--- src/rtl/pac_move_ctrl.sv ---
// Pac-Man movement initiator: owns tile-aligned position/heading, probes the
// collision checker once per move slot and commits, retries or stops.
module pac_move_ctrl #(
  parameter int unsigned TILE    = 32,
  parameter int unsigned CHK_LAT = 2,
  parameter int unsigned X_MIN   = 0,
  parameter int unsigned X_MAX   = 608,
  parameter int unsigned Y_MIN   = 0,
  parameter int unsigned Y_MAX   = 448,
  parameter int unsigned START_X = 288,
  parameter int unsigned START_Y = 352
) (
  input  logic       clk,
  input  logic       rst,
  input  logic       move_tick,
  input  logic       dir_req_valid,
  input  logic [1:0] dir_req,
  output logic [9:0] probe_x,
  output logic [8:0] probe_y,
  output logic [1:0] probe_dir,
  input  logic       can_move,
  output logic [9:0] pac_x,
  output logic [8:0] pac_y,
  output logic [1:0] pac_dir,
  output logic       moving,
  output logic       busy,
  output logic       step_done
);

  typedef enum logic [1:0] {IDLE, PROBE_A, PROBE_B, DECIDE} state_t;

  localparam logic [1:0]  D_UP    = 2'b00;
  localparam logic [1:0]  D_DOWN  = 2'b01;
  localparam logic [1:0]  D_LEFT  = 2'b10;
  localparam logic [1:0]  D_RIGHT = 2'b11;

  localparam logic [10:0] X_LO_W  = 11'(X_MIN + TILE);
  localparam logic [10:0] X_MAX_W = 11'(X_MAX);
  localparam logic [10:0] TILE_XW = 11'(TILE);
  localparam logic [9:0]  Y_LO_W  = 10'(Y_MIN + TILE);
  localparam logic [9:0]  Y_MAX_W = 10'(Y_MAX);
  localparam logic [9:0]  TILE_YW = 10'(TILE);

  state_t     state, state_n;
  logic [3:0] cnt;
  logic       req_pending;
  logic [1:0] req_dir;
  logic       probe_req;   // current probe used the buffered request
  logic       from_a;      // decision follows the first probe of this slot
  logic       cm_q;        // can_move sampled at end of probe wait

  logic       vblock, ok, retry;
  logic [10:0] sum_x;
  logic [9:0]  sum_y;
  logic [9:0]  nx;
  logic [8:0]  ny;

  // State register
  always_ff @(posedge clk or negedge rst) begin
    if (!rst) state <= IDLE;
    else      state <= state_n;
  end

  // Next-state selection
  always_comb begin
    state_n = state;
    unique case (state)
      IDLE:             if (move_tick) state_n = PROBE_A;
      PROBE_A, PROBE_B: if (cnt == 4'd1) state_n = DECIDE;
      DECIDE:           state_n = retry ? PROBE_B : IDLE;
      default:          state_n = IDLE;
    endcase
  end

  // Decision and target-position computation
  always_comb begin
    sum_x  = {1'b0, pac_x} + TILE_XW;
    sum_y  = {1'b0, pac_y} + TILE_YW;
    vblock = ((probe_dir == D_UP)   && ({1'b0, pac_y} < Y_LO_W)) ||
             ((probe_dir == D_DOWN) && (sum_y > Y_MAX_W));
    ok     = cm_q && !vblock;
    retry  = !ok && from_a && probe_req && (probe_dir != pac_dir);
    nx     = pac_x;
    ny     = pac_y;
    unique case (probe_dir)
      D_UP:    ny = pac_y - 9'(TILE);
      D_DOWN:  ny = sum_y[8:0];
      D_LEFT:  nx = ({1'b0, pac_x} < X_LO_W) ? 10'(X_MAX) : pac_x - 10'(TILE);
      D_RIGHT: nx = (sum_x > X_MAX_W) ? 10'(X_MIN) : sum_x[9:0];
      default: ;
    endcase
  end

  // Registered datapath: request buffer, probe outputs, position and status
  always_ff @(posedge clk or negedge rst) begin
    if (!rst) begin
      pac_x       <= 10'(START_X);
      pac_y       <= 9'(START_Y);
      pac_dir     <= D_LEFT;
      probe_x     <= 10'(START_X);
      probe_y     <= 9'(START_Y);
      probe_dir   <= D_LEFT;
      moving      <= 1'b0;
      busy        <= 1'b0;
      step_done   <= 1'b0;
      req_pending <= 1'b0;
      req_dir     <= '0;
      probe_req   <= 1'b0;
      from_a      <= 1'b0;
      cm_q        <= 1'b0;
      cnt         <= '0;
    end else begin
      step_done <= 1'b0;
      busy      <= (state_n != IDLE);
      if (dir_req_valid) begin
        req_dir     <= dir_req;
        req_pending <= 1'b1;
      end
      unique case (state)
        IDLE: if (move_tick) begin
          probe_x   <= pac_x;
          probe_y   <= pac_y;
          probe_dir <= req_pending ? req_dir : pac_dir;
          probe_req <= req_pending;
          cnt       <= 4'(CHK_LAT);
        end
        PROBE_A, PROBE_B: begin
          cnt <= cnt - 4'd1;
          if (cnt == 4'd1) begin
            cm_q   <= can_move;
            from_a <= (state == PROBE_A);
          end
        end
        DECIDE: begin
          if (ok) begin
            pac_x     <= nx;
            pac_y     <= ny;
            pac_dir   <= probe_dir;
            moving    <= 1'b1;
            step_done <= 1'b1;
            // a request landing in this same cycle keeps the buffer pending
            if (probe_req && !dir_req_valid) req_pending <= 1'b0;
          end else if (retry) begin
            probe_dir <= pac_dir;
            probe_req <= 1'b0;
            cnt       <= 4'(CHK_LAT);
          end else begin
            moving    <= 1'b0;
            step_done <= 1'b1;
          end
        end
        default: ;
      endcase
    end
  end

endmodule

--- config.mk ---
export PLATFORM = sky130hd
export DESIGN_NAME = pac_move_ctrl
export DESIGN_NICKNAME = d
export VERILOG_FILES = /design/src/rtl/pac_move_ctrl.sv
export SDC_FILE = /design/constraint.sdc
export NUM_CORES = 1
export LEC_CHECK = 0
export ABC_AREA = 1
export CORE_ASPECT_RATIO = 1.4
export CORE_MARGIN = 4
export CORE_UTILIZATION = 40
export DETAILED_ROUTE_END_ITERATION = 12
export PLACE_DENSITY_LB_ADDON = 0.1
export SLEW_MARGIN = 20
export SYNTH_ARGS = -nofsm -noshare
export SYNTH_HDL_FRONTEND = slang
export SYNTH_SLANG_ARGS = --single-unit
--- constraint.sdc ---
create_clock -name clk -period 2.5 [get_ports clk]
set_clock_uncertainty 0.2 [all_clocks]
set_input_delay 0.375 -clock clk [delete_from_list [all_inputs] [get_ports clk]]
set_output_delay 0.375 -clock clk [all_outputs]
set_load 0.02 [all_outputs]
==> Word-level counts from Yosys, hierarchy flattened <==
Cells that the tools add are included.
{ "totals": {"regBits": 57, "elab_cells": 93} }
{ "classes": {"muxes": 30, "n_reduce_logical": 26, "order_cmp": 4, "eq_ne": 12, "addsub": 5} }
{ "ops": {"columns": ["operator", "n"], "rows": [
  ["$mux 10", 2],
  ["$pmux 10 s2", 1],
  ["$pmux 9 s2", 1],
  ["$mux 2", 7],
  ["$mux 1", 12],
  ["$mux 4", 3],
  ["$pmux 4 s3", 1],
  ["$add 10x6->11 const B", 1],
  ["$gt 11x10->1 const B", 1],
  ["$add 9x6->10 const B", 1],
  ["$gt 10x9->1 const B", 1],
  ["$lt 10x6->1 const B", 1],
  ["$sub 10x6->10 const B", 1],
  ["$lt 9x6->1 const B", 1],
  ["$reduce_and 3->1", 3],
  ["$sub 9x6->9 const B", 1],
  ["$eq 2x2->1 const B", 4],
  ["$ne 2x2->1 const B", 4],
  ["$reduce_and 2->1", 4],
  ["$reduce_bool 2->1", 4],
  ["$logic_and 1x1->1", 7],
  ["$pmux 2 s3", 1],
  ["$eq 2x1->1 const B", 2],
  ["$eq 4x1->1 const B", 1],
  ["other kinds (9)", 12]
]} }

==> Depth between registers and ports, before layout <==
Gate-level depths: netlist (run 1).
{ "logic_depth": {"depth_word": 13, "ltp_mapped": 14, "depth_no_buf": 14} }

==> Least setup slack after synthesis (run 1) <==
Ideal clock, no wire load.
{ "synth_timing": {"path_type": "register -> register", "from": "register pac_y[5]", "to": "register cnt[2]", "setup_slack_ns": 0.408, "t_arrival_ns": 1.774, "n_path_buf": 0, "setup_time_ns": 0.118, "period_less_slack_ns": 2.092, "stages_incl_launch_ff": 14, "cell_sequence": "dfstp_2 inv_1 ha_1 nand2_1 nor2_2 nand2_1 nand2_1 nand2_2 nand2_2 nand2_2 nand2_4 nand2_4 nand2_1 o21ai_2"} }
{ "synth_between": {"elab_chain_len": 12, "word_cells_on_any_way": 15} }
{ "synth_lines": {"columns": ["element", "line", "text"], "rows": [
  ["from (decl)", "23", "output logic [8:0] pac_y,"],
  ["from (signal assigned)", "98", "pac_y <= 9'(START_Y);"],
  ["from (signal assigned)", "137", "pac_y <= ny;"],
  ["$add 9x6->10", "78", "sum_y = {1'b0, pac_y} + TILE_YW;"],
  ["$gt 10x9->1", "80", "((probe_dir == D_DOWN) && (sum_y > Y_MAX_W));"],
  ["$logic_and 1x1->1", "80", null],
  ["$logic_or 1x1->1 *", "79", "vblock = ((probe_dir == D_UP) && ({1'b0, pac_y} < Y_LO_W)) ||"],
  ["$logic_not 1->1 *", "81", "ok = cm_q && !vblock;"],
  ["$logic_and 1x1->1 *", "81", null],
  ["$logic_not 1->1", "82", "retry = !ok && from_a && probe_req && (probe_dir != pac_dir);"],
  ["$logic_and 1x1->1 (3 in series)", "82", null],
  ["$ne 2x2->1 (no line)", null, null],
  ["$reduce_and 3->1 (no line) *", null, null],
  ["to (signal assigned)", "125", "cnt <= 4'(CHK_LAT);"],
  ["to (signal assigned)", "128", "cnt <= cnt - 4'd1;"],
  ["to (signal assigned)", "146", "cnt <= 4'(CHK_LAT);"],
  ["to (decl)", "45", "logic [3:0] cnt;"]
]} }
Every way passes the cells marked *; elsewhere a longest branch is shown, timed or not.
A chain may end at the register's enable or synchronous reset.

==> Worst setup path in the final report (run 1) <==
{ "layout_timing": {"from": "register probe_dir[1]", "to": "output port probe_dir[1]"} }
{ "layout_lines": {"columns": ["element", "line", "text"], "rows": [
  ["from (decl)", "20", "output logic [1:0] probe_dir,"],
  ["from (signal assigned)", "123", "probe_dir <= req_pending ? req_dir : pac_dir;"],
  ["from (signal assigned)", "144", "probe_dir <= pac_dir;"]
]} }
No word-level cell between the ends.

==> results.md, run 1 <==
| Step | Result | This run |
|:---|:---|:---|
| run status | Run status | finished with violations |
| run status | Failing checks | negative hold slack |
| synthesis | Flop and latch count out of synthesis | 37 |
| finish | Final core utilization | 48.41% |
| finish | Net count, final | 329 |
| cts | Worst-Skew Late Latency | 290 ps |
| sta | Max_slew headroom | 45.15% |
| grt | Maximum number of pins on one net before global-route repair | 38 |
| synthesis | Largest area contributor in the netlist | dfrtp_1 |
| cts | # Post-CTS Setup Buffers | 0 |
| finish | Fill cells | 555 |
| cts | Clock root buffer | clkbuf_8 |
| floorplanning | Ports | 52 |
| floorplanning | CORE AREA | 0.005525 mm^2 |
| cts | Buffer depth of the longest clock path | 2 |
| finish | Non-filler cells in the finished layout | 380 |
| critical path | Crit path cell chain | clkdlybuf4s50_1 |
| drt | Drt pass-1 iters | 4 |
| critical path | Worst R2R Setup Slack | 350 ps |
| sta | Setup TNS after final layout | 0 ps |
| synthesis | Post-Synthesis Mean Instance Area | 8.225 um^2 |
| cts | Clock input transition at the sequential cells of the worst setup and hold paths | 70 ps |
| placement | Buffers added on ports | 31 |
| critical path | Family of cells with the greatest summed delay on the critical path | flip-flops |
| synthesis | Count of cell types in the netlist | 36 |
| grt | Wire length of the first global-routing pass | 7693 um |
| critical path | Kind of launch point of the worst setup path | flip-flop |
| floorplanning | Cell row count | 32 |
| critical path | Critical Path Max Stage Delay | 700 ps |
| sta | RSZ-0062 raised after global routing | no |
| grt | Global Route Usage Sum | 13.79% |
| drt | Number of violations reported at the end of detailed-routing iteration 0 | 77 |
| placement | DPL Wire Length | 3557 um |
| pwr | Leak Pwr | 1.287 nW |
| grt | Number of global-route vias before repair | 1654 |
| placement | Number of cells after detailed placement | 372 |
| cts | Number of levels the H-tree was split into | 2 |
| drt | Antenna violation net count after detailed routing | 0 |
| critical path | Critical path fanouts, max | 8 |
| placement | Standard cell area after detailed placement | 0.002574 mm^2 |
| pwr | Total power per unit cell area | 1303 mW/mm^2 |
| run | Maximum capacitance violations | 0 |
| floorplanning | Chip height | 97.30 um |
| synthesis | Register area share after synthesis | 41.30% |
| synthesis | Yosys warning count | 0 |
| sta | Minimum hold slack | -21.86 ps |
| sta | Fin worst setup slack | 284.0 ps |
| floorplanning | Total die area | 0.006985 mm^2 |
| cts | Number of buffers created by CTS | 5 |
| placement | Pre-CTS worst setup slack | 361.3 ps |
| cts | CTS tree | built |
| drt | Aggregate routed wire length | 4634 um |
| pwr | Total power draw | 3.487 mW |
| cts | Number of hold buffers added after CTS | 0 |
| finish | Layout overhead on the synthesized area | 17.41% |
| synthesis | Cell area after synthesis | 0.002278 mm^2 |
| drt | Ratio of routed vias to standard cells | 4.661 |
| cts | Post-CTS Resized | 0 |
| sta | Actual transition at the worst max-transition pin | 822.7 ps |
| sta | Clock period minus worst slack | 2216 ps |
| synthesis | Synth Instances | 277 |
| sta | Number of endpoints failing setup at the final stage | 0 |
| drt | Vias | 1771 |
| critical path | CP Class | flip-flop to primary output |
| finish | Total non-filler cell area in the finished layout | 0.002675 mm^2 |
| sta | Total count of max-transition violations in the final report | 0 |
| pwr | VDD IR-drop max | 0.0004451 V |
| hold path | Hold WC Path Type | input port to asynchronous set/reset pin |
| floorplanning | Starting utilization of the core area | 41.24% |
| floorplanning | Die X-Extent | 71.79 um |
| placement | GP Congestion | 0.7827 |
| critical path | WP data required | 1920 ps |
| critical path | Data arrival, critical path | 1640 ps |
| finish | Fraction of final layout cells sized beyond drive strength 1 | 12.82% |
| synthesis | Synth area leaders | dfrtp_1 27%, dfstp_2 14%, nand2_1 12%, buf_4 6.9%, ha_1 6.0% |
| finish | Count of antenna diodes in the layout | 0 |
| drt | Routed wirelength normalized by instance count | 12.19 um |
| critical path | Critical path endpoint category | primary output |
| critical path | Critical path's slowest cell | dfstp_2 |
| sta | Highest Clock Rate | 451.3 MHz |
| grt | Antenna violations before repair | 0 |
| grt | Sum of overflow across all layers after global routing | 0 |
| sta | Count of endpoints failing hold in the final timing report | 25 |
| sta | Part of the cycle the worst path needs | 88.64% |
| drt | Drt drc | 0 |
| cts | Number of sinks handled by clock tree synthesis | 37 |
| synthesis | Area fraction of the dominant cell type after synthesis | 27.46% |
| critical path | Number of buffer and inverter instances along the worst setup path | 1 |
kinds of logic after synthesis:
kind of cell	after synthesis	synth area share [%]
simple gates	116	24.22
buf+inv	59	13.45
compound gates	41	10.21
flops	37	41.30
xor+xnor	12	4.613
fa+ha+maj	11	6.041
other cells	1	0.1646
where the power goes:
group / total, mW / leakage, nW / switching, mW / internal [mW]
Clock: 0.464 / 0.0542 / 0.214 / 0.249
Sequential: 1.15 / 0.441 / 0.256 / 0.891
Combinational: 1.88 / 0.791 / 1.11 / 0.765
state kept, by name, indices dropped and copies added (netlist names), 2 cells and up:
name,cells
cnt,4
pac_dir,2
pac_x,5
pac_y,4
probe_dir,2
probe_x,5
probe_y,4
req_dir,2
state,2
final timing paths:
check / depth (start not counted) / startpoint / endpoint
min in group clk: 2 / cm_q / cm_q
hold / removal: 1 / rst / probe_y[7]
max in group asynchronous: 1 / rst / probe_dir[0]
setup reg to reg: 13 / pac_y[5] / cnt[2]
setup / recovery: 1 / probe_dir[1] / probe_dir[1]
hold reg to reg: 2 / cm_q / cm_q
cell usage in the layout, fill, tap and decap left out, drive strengths merged:
| master | netlist | layout |
|---|---|---|
| o211ai | 1 | 1 |
| dfstp | 12 | 12 |
| o31ai | 1 | 1 |
| nor2 | 12 | 12 |
| a21boi | 2 | 2 |
| a22oi | 1 | 1 |
| ha | 11 | 11 |
| clkinv | 0 | 1 |
| xnor2 | 4 | 4 |
| nand3b | 1 | 1 |
| dfrtp | 25 | 25 |
| buf | 21 | 1 |
| or2 | 1 | 1 |
| nand3 | 16 | 16 |
| o22ai | 1 | 1 |
| clkdlybuf4s50 | 0 | 30 |
| a21o | 1 | 1 |
| nor3 | 1 | 1 |
| nand2 | 80 | 80 |
| clkbuf | 2 | 7 |
| conb | 1 | 20 |
| xor2 | 8 | 8 |
| a21oi | 3 | 3 |
| o21ai | 31 | 31 |
| nand4 | 5 | 5 |
| inv | 36 | 36 |
area by class of cell:
| type | instances | area, um^2 | share of cell area, % |
|---|---|---|---|
| inverters | 36 | 140.1 | 5.239 |
| multi-input cells | 200 | 1102 | 41.21 |
| clock buffers | 7 | 96.34 | 3.601 |
| flip-flops and latches | 37 | 940.9 | 35.17 |
| clock inverters | 1 | 5.005 | 0.1871 |
| repair buffers | 31 | 305.3 | 11.41 |
| well taps | 68 | 85.08 | 3.181 |
synthesized netlist by cell type (all sizes together):
cell type,instances
nand2,80
inv,36
o21ai,31
dfrtp,25
buf,21
nand3,16
dfstp,12
nor2,12
ha,11
xor2,8
nand4,5
xnor2,4
a21oi,3
a21boi,2
clkbuf,2
a21o,1
a22oi,1
conb,1
nand3b,1
nor3,1
o211ai,1
o22ai,1
o31ai,1
or2,1
per-layer routing:
| metal | vias to the layer above | track usage [%] | routed length [um] |
|---|---|---|---|
| met5 | - | 0 | 0 |
| met4 | 0 | 4.342 | 59 |
| met3 | 7 | 3.416 | 231 |
| met2 | 34 | 25.07 | 2500 |
| met1 | 825 | 15.32 | 1843 |
| li1 | 905 | - | - |
Power figures use the tool's default switching activity.
==> run 2, diff against run 1 <==
- ABC_AREA: 1 -> unset
- CAP_MARGIN: unset -> 30
==> run 2 against run 1 <==
Effect of this change:
- the flow still finishes with violations (negative hold slack)
- design area is 0.23% higher
- global-route usage is 0.42 points higher
- synthesized area is 0.55% lower
- count of clock-buffer cells in the layout is 1 higher
- setup slack worse by 110 ps
- sequential share of layout area is 0.082 points lower
- die area is 0.49% lower
- maximum frequency is 4.8% lower
- critical path depth is 6 higher
- wire length is 1.2% higher
- critical endpoint is now probe_dir[0]
==> results.md, run 2 <==
| Step | Result | This run |
|:---|:---|:---|
| run status | Run status | finished with violations |
| run status | Failing checks | negative hold slack |
| floorplanning | Starting utilization of the core area | 41.31% |
| synthesis | Cell area after synthesis | 0.002266 mm^2 |
| grt | Number of global-route vias before repair | 1617 |
| finish | Leading cell types in the layout, fill and taps excluded | 30 x clkdlybuf4s50_1, 25 x dfrtp_1, 20 x conb_1, 15 x inv_1, 14 x nand2_1 |
| synthesis | Most used DFF post-synth | dfrtp_1 |
| sta | Highest Clock Rate | 429.8 MHz |
| critical path | Kind of launch point of the worst setup path | flip-flop |
| sta | Fin worst setup slack | 173.2 ps |
| synthesis | Most instantiated cells after synthesis | 25 x dfrtp_1, 21 x buf_4, 15 x inv_1 |
| cts | Clock root buffer | clkbuf_8 |
| finish | Net count, final | 278 |
| critical path | Worst R2R Setup Slack | 170 ps |
| sta | Minimum hold slack | -26.18 ps |
| sta | Count of endpoints failing hold in the final timing report | 25 |
| grt | Met3 usage in global routing | 3.002% |
| sta | Max_slew headroom | 45.90% |
| drt | Vias | 1665 |
| finish | Fill cells | 554 |
| placement | GP Congestion | 0.8105 |
| finish | Top Registers | pac_x: 5 flops, probe_x: 5 flops |
| grt | Busiest layer in global routing | met2 |
| floorplanning | Chip height | 97.06 um |
| floorplanning | Ports | 52 |
| synthesis | Area fraction of the dominant cell type after synthesis | 27.61% |
| cts | Buffer depth of the longest clock path | 2 |
| grt | Met2 Track Usage GR | 23.58% |
| synthesis | Yosys warning count | 0 |
| cts | Clock input transition at the sequential cells of the worst setup and hold paths | 70 ps |
| sta | Total count of max-transition violations in the final report | 0 |
| finish | FF/Latch Area | 940.9 um^2 |
| cts | Number of hold buffers added after CTS | 0 |
| drt | Antenna violation net count after detailed routing | 0 |
| floorplanning | CORE AREA | 0.005485 mm^2 |
| grt | GR Util met1 | 17.61% |
| grt | Maximum number of pins on one net before global-route repair | 38 |
| placement | Pre-CTS worst setup slack | 118.5 ps |
| run | Maximum capacitance violations | 0 |
| sta | Setup TNS after final layout | 0 ps |
| synthesis | Count leader, synth | dfrtp_1 |
| pwr | VDD IR-drop max | 0.0006018 V |
| finish | Combined area of the multi-input logic cells | 0.001151 mm^2 |
| floorplanning | Total die area | 0.006950 mm^2 |
| finish | Fraction of final layout cells sized beyond drive strength 1 | 19.54% |
| synthesis | Flop and latch count out of synthesis | 37 |
| critical path | CP Class | flip-flop to flip-flop |
| critical path | WP data required | 2480 ps |
| finish | Count of antenna diodes in the layout | 0 |
| synthesis | Post-Synthesis Mean Instance Area | 10.12 um^2 |
| placement | Buffers added on ports | 31 |
| pwr | Total power draw | 3.707 mW |
| synthesis | Synth area leaders | dfrtp_1 28%, dfstp_2 14%, buf_4 7.0%, mux2_2 6.5%, ha_1 6.1% |
| pwr | Part of the total power dissipated in combinational logic | 55.0% |
| finish | Layout overhead on the synthesized area | 18.33% |
| sta | Number of endpoints failing setup at the final stage | 0 |
| synthesis | Largest area contributor in the netlist | dfrtp_1 |
| sta | Clock period minus worst slack | 2327 ps |
| pwr | Total power per unit cell area | 1382 mW/mm^2 |
| hold path | Hold WC Path Type | input port to asynchronous set/reset pin |
| synthesis | Register area share after synthesis | 41.52% |
| critical path | Critical path endpoint category | flip-flop |
| grt | Sum of overflow across all layers after global routing | 0 |
| cts | Number of sinks handled by clock tree synthesis | 37 |
| sta | RSZ-0062 raised after global routing | no |
| floorplanning | Die X-Extent | 71.61 um |
| grt | Wire length of the first global-routing pass | 7852 um |
| drt | Aggregate routed wire length | 4689 um |
| pwr | Switching power share of the total | 42.90% |
| drt | Ratio of routed vias to standard cells | 5.061 |
| cts | Number of levels the H-tree was split into | 2 |
| synthesis | Number of enable-type register cells in the synthesized netlist | 0 |
| pwr | Clock power frac | 11.6% |
| placement | DPL Wire Length | 3492 um |
| pwr | Leak Pwr | 1.182 nW |
| cts | Number of buffers created by CTS | 5 |
| critical path | Data arrival, critical path | 2310 ps |
| synthesis | Synth Instances | 224 |
| grt | Antenna violations before repair | 0 |
| synthesis | Count of cell types in the netlist | 55 |
| grt | Global Route Usage Sum | 14.20% |
| critical path | Critical path fanouts, max | 7 |
| synthesis | Asr flop ratio synth | 100.0% |
| pwr | Pint | 2.116 mW |
| cts | Worst-Skew Late Latency | 290 ps |
| placement | Standard cell area after detailed placement | 0.002580 mm^2 |
| pwr | Switching power | 1.590 mW |
| pwr | Register share of total power | 33.4% |
| sta | Actual transition at the worst max-transition pin | 811.4 ps |
| drt | Number of violations reported at the end of detailed-routing iteration 0 | 86 |
| cts | CTS tree | built |
| sta | Part of the cycle the worst path needs | 93.07% |
| finish | Total non-filler cell area in the finished layout | 0.002681 mm^2 |
| drt | Drt pass-1 iters | 4 |
| drt | Drt drc | 0 |
| drt | Routed wirelength normalized by instance count | 14.25 um |
| finish | Leading cell type in the layout, fill and taps excluded | clkdlybuf4s50_1 |
| floorplanning | Cell row count | 32 |
[run 2: timing repair]
item | 4_1_cts | 5_1_grt
resized for setup | 0 | 1
buffers inserted | 0 | 1
endpoints found under the setup margin | 0 | 3
[run 2: area by class of cell]
class	instances	share of cell area, %
multi-input cells	163	42.93
clock buffers	8	3.360
repair buffers	38	13.35
inverters	15	2.100
well taps	68	3.173
flip-flops and latches	37	35.09
[run 2: critical path, stage by stage (launching register included)]
cell and delay (ps):
dfstp_2 580, inv_1 100, ha_1 320, nand3b_1 120
o21ai_2 210, nand3_1 120, a21oi_1 220, mux2_2 350
[run 2: worst paths after layout]
kind,startpoint,end,cells after the start
max,pac_y[5],probe_dir[0],7
min,rst,cnt[3],1
max reg2reg,pac_y[5],probe_dir[0],7
min reg2reg,probe_y[6],probe_y[6],2
max in group asynchronous,rst,probe_x[6],1
min in group clk,probe_y[6],probe_y[6],2
[run 2: cell families (layout without fill, tap and decap cells)]
kind of cell / count (synthesis) / after routing / share of synthesized area, %
buffers and inverters: 43 / 61 / 10.99
and+or+nand+nor: 54 / 54 / 12.98
other: 1 / 20 / 0.1655
muxes: 17 / 17 / 8.503
DFF: 37 / 37 / 41.52
AOI/OAI and AO/OA: 53 / 53 / 16.68
xor gates and xnor gates: 8 / 8 / 3.092
adders and majority gates: 11 / 11 / 6.074
[run 2: power by group through the flow]
stage / Sequential [mW] / Clock, mW / Combinational (mW)
global route: 1.29 / 0.470 / 2.26
finish: 1.24 / 0.431 / 2.04
CTS: 1.25 / 0.448 / 2.04
detailed placement: 1.26 / 0 / 2.03
floorplan: 1.34 / 0 / 1.27
global placement: 1.26 / 0 / 2.02
[run 2: layer usage]
metal  share of wire, %  vias to the layer above
met4                1.6                        0
met2                 53                       31
li1                   -                      814
met5                  0                        -
met1                 41                      814
met3                3.8                        6
[run 2: per-stage QoR]
stage | instances | utilization [%]
6_report | 329 | 48.88
5_1_grt | 329 | 48.88
4_1_cts | 328 | 48.68
3_5_place_dp | 320 | 47.03
3_3_place_gp | 320 | 47.03
2_1_floorplan | 243 | -
==> run 3, diff against run 2 <==
- CTS_CLUSTER_SIZE: unset -> 24
==> results of run 3 <==
Final layout, timing and power as in run 2 (identical DEF).
